## src/rtl/attractor_scan_ctrl.sv

```systemverilog
// Scans every 8-bit initial value through an external network register and
// classifies each trajectory as fixed point, period-2 cycle, or timeout.
//
// state  | meaning
// IDLE   | waiting for start; tallies hold the last scan's totals
// LOAD   | net_load pulse, network takes net_init
// STEP   | net_step pulse, network advances one update
// CHECK  | compare net_state against the last two visited states
// REPORT | result held on res_* until res_ready
// DONE   | one-cycle done pulse after init 255 is accepted
module attractor_scan_ctrl #(
  parameter int unsigned MAX_STEPS = 32
) (
  input  logic       clk,
  input  logic       rst,
  input  logic       start,
  input  logic       abort,
  output logic       net_load,
  output logic [7:0] net_init,
  output logic       net_step,
  input  logic [7:0] net_state,
  output logic       res_valid,
  input  logic       res_ready,
  output logic [7:0] res_init,
  output logic [1:0] res_class,
  output logic [7:0] res_steps,
  output logic [8:0] fp_count,
  output logic [8:0] p2_count,
  output logic [8:0] to_count,
  output logic       busy,
  output logic       done
);

  typedef enum logic [2:0] {
    S_IDLE, S_LOAD, S_STEP, S_CHECK, S_REPORT, S_DONE
  } state_t;

  localparam logic [7:0] MAX_STEPS_C = 8'(MAX_STEPS);
  localparam logic [1:0] CLS_FP = 2'b00;
  localparam logic [1:0] CLS_P2 = 2'b01;
  localparam logic [1:0] CLS_TO = 2'b10;

  state_t     state_q, state_d;
  logic [7:0] init_cnt_q, init_cnt_d;
  logic [7:0] step_cnt_q, step_cnt_d;
  logic [7:0] h1_q, h1_d;
  logic [7:0] h2_q, h2_d;
  logic       h2_valid_q, h2_valid_d;
  logic [7:0] res_init_q, res_init_d;
  logic [1:0] res_class_q, res_class_d;
  logic [7:0] res_steps_q, res_steps_d;
  logic [8:0] fp_count_q, fp_count_d;
  logic [8:0] p2_count_q, p2_count_d;
  logic [8:0] to_count_q, to_count_d;
  logic       net_load_q, net_load_d;
  logic       net_step_q, net_step_d;
  logic       res_valid_q, res_valid_d;
  logic       busy_q, busy_d;
  logic       done_q, done_d;
  logic [7:0] step_inc;

  assign step_inc = step_cnt_q + 8'd1;

  always_comb begin
    state_d     = state_q;
    init_cnt_d  = init_cnt_q;
    step_cnt_d  = step_cnt_q;
    h1_d        = h1_q;
    h2_d        = h2_q;
    h2_valid_d  = h2_valid_q;
    res_init_d  = res_init_q;
    res_class_d = res_class_q;
    res_steps_d = res_steps_q;
    fp_count_d  = fp_count_q;
    p2_count_d  = p2_count_q;
    to_count_d  = to_count_q;

    // Abort wins over every other transition and freezes all bookkeeping.
    if (abort && (state_q != S_IDLE)) begin
      state_d = S_IDLE;
    end else begin
      case (state_q)
        S_IDLE: begin
          if (start) begin
            state_d    = S_LOAD;
            init_cnt_d = 8'd0;
            step_cnt_d = 8'd0;
            fp_count_d = 9'd0;
            p2_count_d = 9'd0;
            to_count_d = 9'd0;
          end
        end
        S_LOAD: begin
          h1_d       = init_cnt_q;
          h2_valid_d = 1'b0;
          step_cnt_d = 8'd0;
          state_d    = S_STEP;
        end
        S_STEP: state_d = S_CHECK;
        S_CHECK: begin
          step_cnt_d  = step_inc;
          res_init_d  = init_cnt_q;
          res_steps_d = step_inc;
          if (net_state == h1_q) begin
            res_class_d = CLS_FP;
            fp_count_d  = fp_count_q + 9'd1;
            state_d     = S_REPORT;
          end else if (h2_valid_q && (net_state == h2_q)) begin
            res_class_d = CLS_P2;
            p2_count_d  = p2_count_q + 9'd1;
            state_d     = S_REPORT;
          end else if (step_inc == MAX_STEPS_C) begin
            res_class_d = CLS_TO;
            to_count_d  = to_count_q + 9'd1;
            state_d     = S_REPORT;
          end else begin
            res_init_d  = res_init_q;
            res_steps_d = res_steps_q;
            h2_d        = h1_q;
            h1_d        = net_state;
            h2_valid_d  = 1'b1;
            state_d     = S_STEP;
          end
        end
        S_REPORT: begin
          if (res_ready) begin
            if (init_cnt_q == 8'hFF) begin
              state_d = S_DONE;
            end else begin
              init_cnt_d = init_cnt_q + 8'd1;
              state_d    = S_LOAD;
            end
          end
        end
        S_DONE:  state_d = S_IDLE;
        default: state_d = S_IDLE;
      endcase
    end

    // Outputs are decoded from the next state so they are flop outputs.
    net_load_d  = (state_d == S_LOAD);
    net_step_d  = (state_d == S_STEP);
    res_valid_d = (state_d == S_REPORT);
    busy_d      = (state_d != S_IDLE);
    done_d      = (state_d == S_DONE);
  end

  always_ff @(posedge clk) begin
    if (rst) begin
      state_q     <= S_IDLE;
      init_cnt_q  <= 8'd0;
      step_cnt_q  <= 8'd0;
      h1_q        <= 8'd0;
      h2_q        <= 8'd0;
      h2_valid_q  <= 1'b0;
      res_init_q  <= 8'd0;
      res_class_q <= 2'b00;
      res_steps_q <= 8'd0;
      fp_count_q  <= 9'd0;
      p2_count_q  <= 9'd0;
      to_count_q  <= 9'd0;
      net_load_q  <= 1'b0;
      net_step_q  <= 1'b0;
      res_valid_q <= 1'b0;
      busy_q      <= 1'b0;
      done_q      <= 1'b0;
    end else begin
      state_q     <= state_d;
      init_cnt_q  <= init_cnt_d;
      step_cnt_q  <= step_cnt_d;
      h1_q        <= h1_d;
      h2_q        <= h2_d;
      h2_valid_q  <= h2_valid_d;
      res_init_q  <= res_init_d;
      res_class_q <= res_class_d;
      res_steps_q <= res_steps_d;
      fp_count_q  <= fp_count_d;
      p2_count_q  <= p2_count_d;
      to_count_q  <= to_count_d;
      net_load_q  <= net_load_d;
      net_step_q  <= net_step_d;
      res_valid_q <= res_valid_d;
      busy_q      <= busy_d;
      done_q      <= done_d;
    end
  end

  assign net_load  = net_load_q;
  assign net_init  = init_cnt_q;
  assign net_step  = net_step_q;
  assign res_valid = res_valid_q;
  assign res_init  = res_init_q;
  assign res_class = res_class_q;
  assign res_steps = res_steps_q;
  assign fp_count  = fp_count_q;
  assign p2_count  = p2_count_q;
  assign to_count  = to_count_q;
  assign busy      = busy_q;
  assign done      = done_q;

endmodule

```

## config.mk

```make
export PLATFORM = sky130hd
export DESIGN_NAME = attractor_scan_ctrl
export DESIGN_NICKNAME = d
export VERILOG_FILES = /design/src/rtl/attractor_scan_ctrl.sv
export SDC_FILE = /design/constraint.sdc
export NUM_CORES = 1
export LEC_CHECK = 0
export ABC_AREA = 1
export BUFFER_PORTS_ARGS = -buffer_cell sky130_fd_sc_hd__buf_2
export CORE_ASPECT_RATIO = 0.8
export CORE_MARGIN = 2
export CORE_UTILIZATION = 30
export DETAILED_ROUTE_END_ITERATION = 7
export SETUP_SLACK_MARGIN = 0.4
export SYNTH_ARGS = -nofsm -noshare
export SYNTH_HDL_FRONTEND = slang
export SYNTH_SLANG_ARGS = --single-unit
export TNS_END_PERCENT = 30
```

## constraint.sdc

```tcl
create_clock -name clk -period 2 [get_ports clk]
set_input_delay 0.4 -clock clk [delete_from_list [all_inputs] [get_ports clk]]
set_output_delay 0.4 -clock clk [all_outputs]
set_load 0.03 [all_outputs]
```

* Word-level counts from Yosys, hierarchy flattened
Cells that the tools add are included.
Storage, ports and cells: input port bits 13, bits in registers 86, logic and storage cells 105
Operators by class: bitwise logic cells 4, multiplexer cells 40, reduce and logical (&&, ||, !) cells 18, equal/unequal tests 21, add/sub/neg operators 5
Operator list (number):
- 8-bit 2-to-1 mux | 12
- 9-bit 2-to-1 mux | 7
- 9-bit case mux with 2 select lines | 3
- 8-bit case mux with 2 select lines | 2
- 9-bit by 1-bit adder with 9-bit output, second input constant | 3
- 8-bit case mux with 3 select lines | 1
- 3-bit 2-to-1 mux | 7
- 5-bit AND reduction | 4
- 2-bit inequality test, second input constant | 9
- 8-bit by 1-bit adder with 8-bit output, second input constant | 2
- 8-bit == test | 2
- 3-bit case mux with 5 select lines | 1
- 3-bit nonzero test | 4
- 3-bit by 2-bit == test with 1-bit output, second input constant | 3
- 3-bit == test, second input constant | 3
- 8-bit by 6-bit == test with 1-bit output, second input constant | 1
- 8-bit == test, second input constant | 1
- 3-bit by 1-bit == test with 1-bit output, second input constant | 2
- 2-bit 2-to-1 mux | 3
- 3-bit AND reduction | 2
- 6-bit AND reduction | 1
- 2-bit nonzero test | 3
- 1-bit inverter | 4
- 4-bit AND reduction | 1
- 4 further kinds | 7

* Longest topological paths before layout
word-level depth 8, mapped depth 14

* Worst setup path after synthesis
Ideal clock, no wire load.
path type reg-to-reg, start register init_cnt_q[0], in the netlist net_init[0], end register init_cnt_q[2], in the netlist net_init[2], arrival 1753 ps, library setup time 70 ps, clock period less this slack 1823 ps, setup slack 177 ps, path buffers 1, cell stages (with the launch flop) 12, cells stage by stage dfxtp_1 > ha_1 > nand2_1 > nor2_1 > nand4_1 > nand2_1 > nand2_1 > nand3_1 > buf_4 > nor2_1 > or2_1 > a21oi_1
On the way: word-level cells in the longest chain between the ends 4, elaborated cells between the ends (all ways) 7, those cells by class add/sub (1); eq/ne (2); mux (3); reduce/logical (1)
Ends and longest elaborated chain:
- from (decl) | RTL line 44 | logic [7:0] init_cnt_q, init_cnt_d;
- from (signal assigned) | RTL line 169 | init_cnt_q <= init_cnt_d;
- 8-bit by 1-bit adder with 8-bit output | RTL line 130 | init_cnt_d = init_cnt_q + 8'd1;
- 8-bit 2-to-1 mux | RTL line 127 | if (init_cnt_q == 8'hFF) begin
- 8-bit 2-to-1 mux | RTL line 126 | if (res_ready) begin
- 8-bit case mux with 2 select lines | RTL line 82 | case (state_q)
Several ways; a longest one is shown, not always the timed one. The select of a mux whose other input is x is not followed. A chain may end at the register's enable or synchronous reset.

* Worst setup path after layout
start register step_cnt_q[0], end register res_init_q[4], in the netlist res_init[4]
On the way: word-level cells in the longest chain between the ends 4
Ends and longest elaborated chain:
- from (decl) | RTL line 45 | logic [7:0] step_cnt_q, step_cnt_d;
- from (signal assigned) | RTL line 170 | step_cnt_q <= step_cnt_d;
- 8-bit by 1-bit adder with 8-bit output | RTL line 62 | assign step_inc = step_cnt_q + 8'd1;
- 8-bit by 6-bit == test with 1-bit output | RTL line 112 | end else if (step_inc == MAX_STEPS_C) begin
- 3-bit nonzero test (no line)
- 3-bit AND reduction (no line)
- to (signal assigned) | RTL line 174 | res_init_q <= res_init_d;
- to (decl) | RTL line 49 | logic [7:0] res_init_q, res_init_d;
No other way between the ends.

==> results.md <==
Die:
- 71 I/O pins were placed.
- The initial core utilization is 30.4%.
- In this run the horizontal extent of the chip is 141 µm.
- The total number of placement rows is 40.
- The total core area is 14900 µm².
- The floorplan step set the die height to 114 µm.
- The die covers 16100 µm².

Yosys:
- The synthesized cell area is 4530 µm².
- The total number of yosys warnings is 0.
- Counting distinct cell types in the post-synthesis netlist gives 33.
- The fraction of post-synthesis cell area in the top cell type by area is 38.0%.
- The sequential cell area fraction in the yosys report is 38.0%.
- The total nets after synthesis is 697.
- The largest area contributor in the netlist is dfxtp_1.
- The per-instance average area after synthesis is 6.67 µm².
- Yosys attributes the largest share of cell area to dfxtp_1 38%, nand2_1 14%, nor2_1 9.7%, inv_1 5.8%, a21oi_1 5.8%.
- Synthesis inferred 86 register bits.
- The synthesized netlist cell count is 679.

Setup path:
- For the worst setup path, the data arrival time is 1980 ps.
- The most critical setup path has its startpoint at step_cnt_q[0]$_SDFFE_PP0P_.
- The largest fanout on the critical path is 7.
- STA classifies the critical path startpoint as a flip-flop.
- The capturing instance or port of the critical path is res_init[4]$_SDFFE_PP0P_.
- The kind of critical path is reg -> reg.
- The number of cells on the worst reg-to-reg path is 11.
- The minimum setup slack among reg-to-reg paths is 260 ps.
- The launching point of the worst reg2reg path is step_cnt_q[0]$_SDFFE_PP0P_.
- Data on the critical path is required at its endpoint by 2240 ps.
- The worst setup path is captured at a flip-flop.
- In this run the critical register-to-register path is captured at res_init[4]$_SDFFE_PP0P_.

Placement:
- The number of port buffers is 70.
- The HPWL reported at the end of detailed placement is 8720 µm.
- The final weighted congestion in routability-driven placement is 0.801.

Cells and area:
- The final antenna diode count is 0.
- For this run, the post-layout net count is 798.
- The area growth from synthesis to layout is 34.5%.
- The post-route netlist has 30.2% of its cells at a drive strength greater than 1.

Timing:
- The count of endpoints failing hold in the final timing report is 0.
- The worst hold margin is 392 ps.
- Setup repair after global routing could not meet its margin everywhere.
- The clock period minus worst slack is 1740 ps.
- For the pin with the worst max-slew slack, the measured transition is 580 ps.
- The final critical-path share of the clock period is 86.8%.
- The number of max-slew violations in the final report came to 0.
- Setup violations remaining at the end of the flow were counted as 0.
- The largest clock skew in the final design is 10.1 ps.
- The top achievable clock speed is 0.576 GHz.
- Headroom to the max-slew limit came out at 61.3%.

Routing:
- Using the TritonRoute via totals, the vias-per-cell ratio works out to 4.62.
- The total wirelength of the detailed-routed design is 13100 µm.
- The top routing layer in use is met4.
- The routed layout has 4498 vias.
- The remaining number of nets flagged by the antenna check after routing is 0.
- The detailed-routing iteration count for the pre-antenna-repair pass is 5.
- The wire length per cell after detailed routing is 13.5 µm.
- After detailed routing, the number of remaining DRC violations is 0.
- The routed length on met2 is 5690 µm.
- For this block, the initial DRC count from the detailed router was 293.
- The post-route met1 wirelength is 6760 µm.
- The amount of wire on met3 after detailed routing is 512 µm.

GRT:
- The wire length of the first global-routing pass is 20600 µm.
- The number of antenna violations at the first check in global routing was 0.
- The number of global-route vias before repair is 3939.
- The total congestion overflow is 0.
- The largest net degree at the start of global routing is 36.
- The total global-route track usage is 16.3%.

Pwr:
- Net switching is 25.7% of the power.
- The completed layout was analyzed and its total power is 4.21 mW.
- The fraction of power consumed by the clock network is 45.0%.
- The logic gate share of total power is 12.6%.
- IR analysis of the VDD net gives a maximum drop of 0.412 mV.
- The internal power of the cells totals 3.13 mW.
- For this design the total switching power over the nets is 1.08 mW.
- The share of total power in sequential cells is 42.4%.
- Summed over all cells, the static leakage comes to 2.61 nW.
- For this design the ratio of total power to cell area is 692 nW/µm².

CTS:
- The worst-skew pair later-pin latency is 350 ps.
- The number of sinks handled by clock tree synthesis is 86.
- After clock tree synthesis, the clock-pin slew on the worst setup and hold paths is 60 ps.
- The CTS buffer count is 9.
- The maximum level of the CTS H-tree is 3.
- TritonCTS built the clock tree.
- The root buffer selected by CTS is clkbuf_16.
- Counting along the longest clock path gives a buffer depth of 2.

Job:
- Across the run, the number of max-cap violations was 0.

Outcome:
- The flow ran to the end, and the final reports show no timing, DRC or antenna violations.

Worst hold path:
- The class of the tightest hold or removal check is in -> reg.
[power groups by stage]
stage / Clock (mW) / Combinational (mW) / Sequential, mW
after floorplan: 0 / 0.258 / 1.86
after global placement: 0 / 0.421 / 1.83
after detailed placement: 0 / 0.425 / 1.83
after CTS: 1.93 / 0.446 / 1.79
after global routing: 2.00 / 0.588 / 1.79
final: 1.90 / 0.531 / 1.79
[critical path: stages (launching register included)]
cell,delay (ps)
dfxtp_4,380
ha_4,170
nand3_4,80
o21bai_4,110
nand2_2,90
nor2_4,120
nand3_4,110
nand2_8,160
buf_4,150
nand2_4,60
o21ai_1,140
nor2_1,50
[cells in the mapped netlist, drive strengths merged]
cell type and number:
ha 5, xor2 13, o21ai 32, nor3b 5, nand3b 4, inv 76, nand3 41, clkinv 2
a21oi 52, nand2 186, dfxtp 86, or2 1, o21bai 2, nor3 11, o211ai 1, clkbuf 11
buf 6, a211oi 1, nand4 11, nor2 124, xnor2 9
[cell usage in the layout, fill, tap and decap left out, drive strengths merged]
master  synthesis  routed
o211ai          1       1
clkbuf         11      14
o21ai          32      32
ha              5       5
bufinv          0       2
a211oi          1       1
o21bai          2       2
or2             1       1
buf             6      99
nand2         186     191
nand3b          4       4
a21oi          52      52
xnor2           9       9
dfxtp          86      86
nor2          124     124
nor3           11      11
xor2           13      13
clkinv          2       3
inv            76      78
nand4          11      11
nor3b           5       5
nand3          41      41
[what timing repair did]
item	4_1_cts	5_1_grt
buffers inserted	2	11
gates resized for setup	45	83
endpoints found under the setup margin	67	84
pin swaps	12	16
hold buffers	0	0
cloned	5	3
[how the worst min path moves through the flow]
| stage | from | depth (start not counted) | endpoint | slack (ps) |
|---|---|---|---|---|
| 6_report | abort | 4 | done$_SDFF_PP0_ | 390 |
| 5_1_grt | abort | 4 | done$_SDFF_PP0_ | 400 |
| 4_1_cts | abort | 4 | done$_SDFF_PP0_ | 380 |
| 3_5_place_dp | res_class[1]$_SDFFE_PP0P_ | 2 | res_class[1]$_SDFFE_PP0P_ | 460 |
| 3_3_place_gp | res_class[1]$_SDFFE_PP0P_ | 2 | res_class[1]$_SDFFE_PP0P_ | 450 |
| 2_1_floorplan | h2_valid_q$_SDFFE_PP0P_ | 2 | h2_valid_q$_SDFFE_PP0P_ | 430 |
[cell type report]
cell class | count | area (µm²)
tap | 189 | 236
inverter | 78 | 319
multi-input combinational | 503 | 2790
clock inverter | 3 | 65.1
fill | 1581 | 8780
timing repair inverter | 2 | 25.0
clock buffer | 13 | 270
sequential | 86 | 1770
timing repair buffer | 100 | 604
[stage by stage]
step           setup WS, ps  TNS [ps]  util (%)  cells  instance area (µm²)
2_1_floorplan           392         0         -    679                 4570
3_3_place_gp           48.9         0      34.8    937                 5170
3_5_place_dp          -6.61     -8.76      34.8    937                 5170
4_1_cts                 269         0      38.6    960                 5730
5_1_grt                 172         0      41.0    974                 6090
6_report                264         0      41.0    974                 6090
[state kept, by name, indices dropped and copies added (netlist names), 2 cells and up]
register	count
p2_count	9
h2_q	8
res_init	8
res_steps	8
h1_q	8
fp_count	9
to_count	9
step_cnt_q	8
net_init	8
res_class	2
state_q	3
[layer usage]
| layer | vias to the layer above | GRT usage [%] |
|---|---|---|
| li1 | 2375 | - |
| met1 | 2031 | 23.8 |
| met2 | 83 | 23.9 |
| met3 | 9 | 3.65 |
| met4 | 0 | 5.00 |
| met5 | - | 0 |
[cell families (layout without fill, tap and decap cells)]
kind of cell	Yosys count	in the layout	synth area share [%]
and+or+nand+nor	383	388	37.2
buffers and inverters	95	196	8.96
AOI/OAI and AO/OA	88	88	10.2
DFF	86	86	38.0
xor gates and xnor gates	22	22	4.26
adders and majority gates	5	5	1.38
No activity file was read; power rests on OpenSTA's default activity.
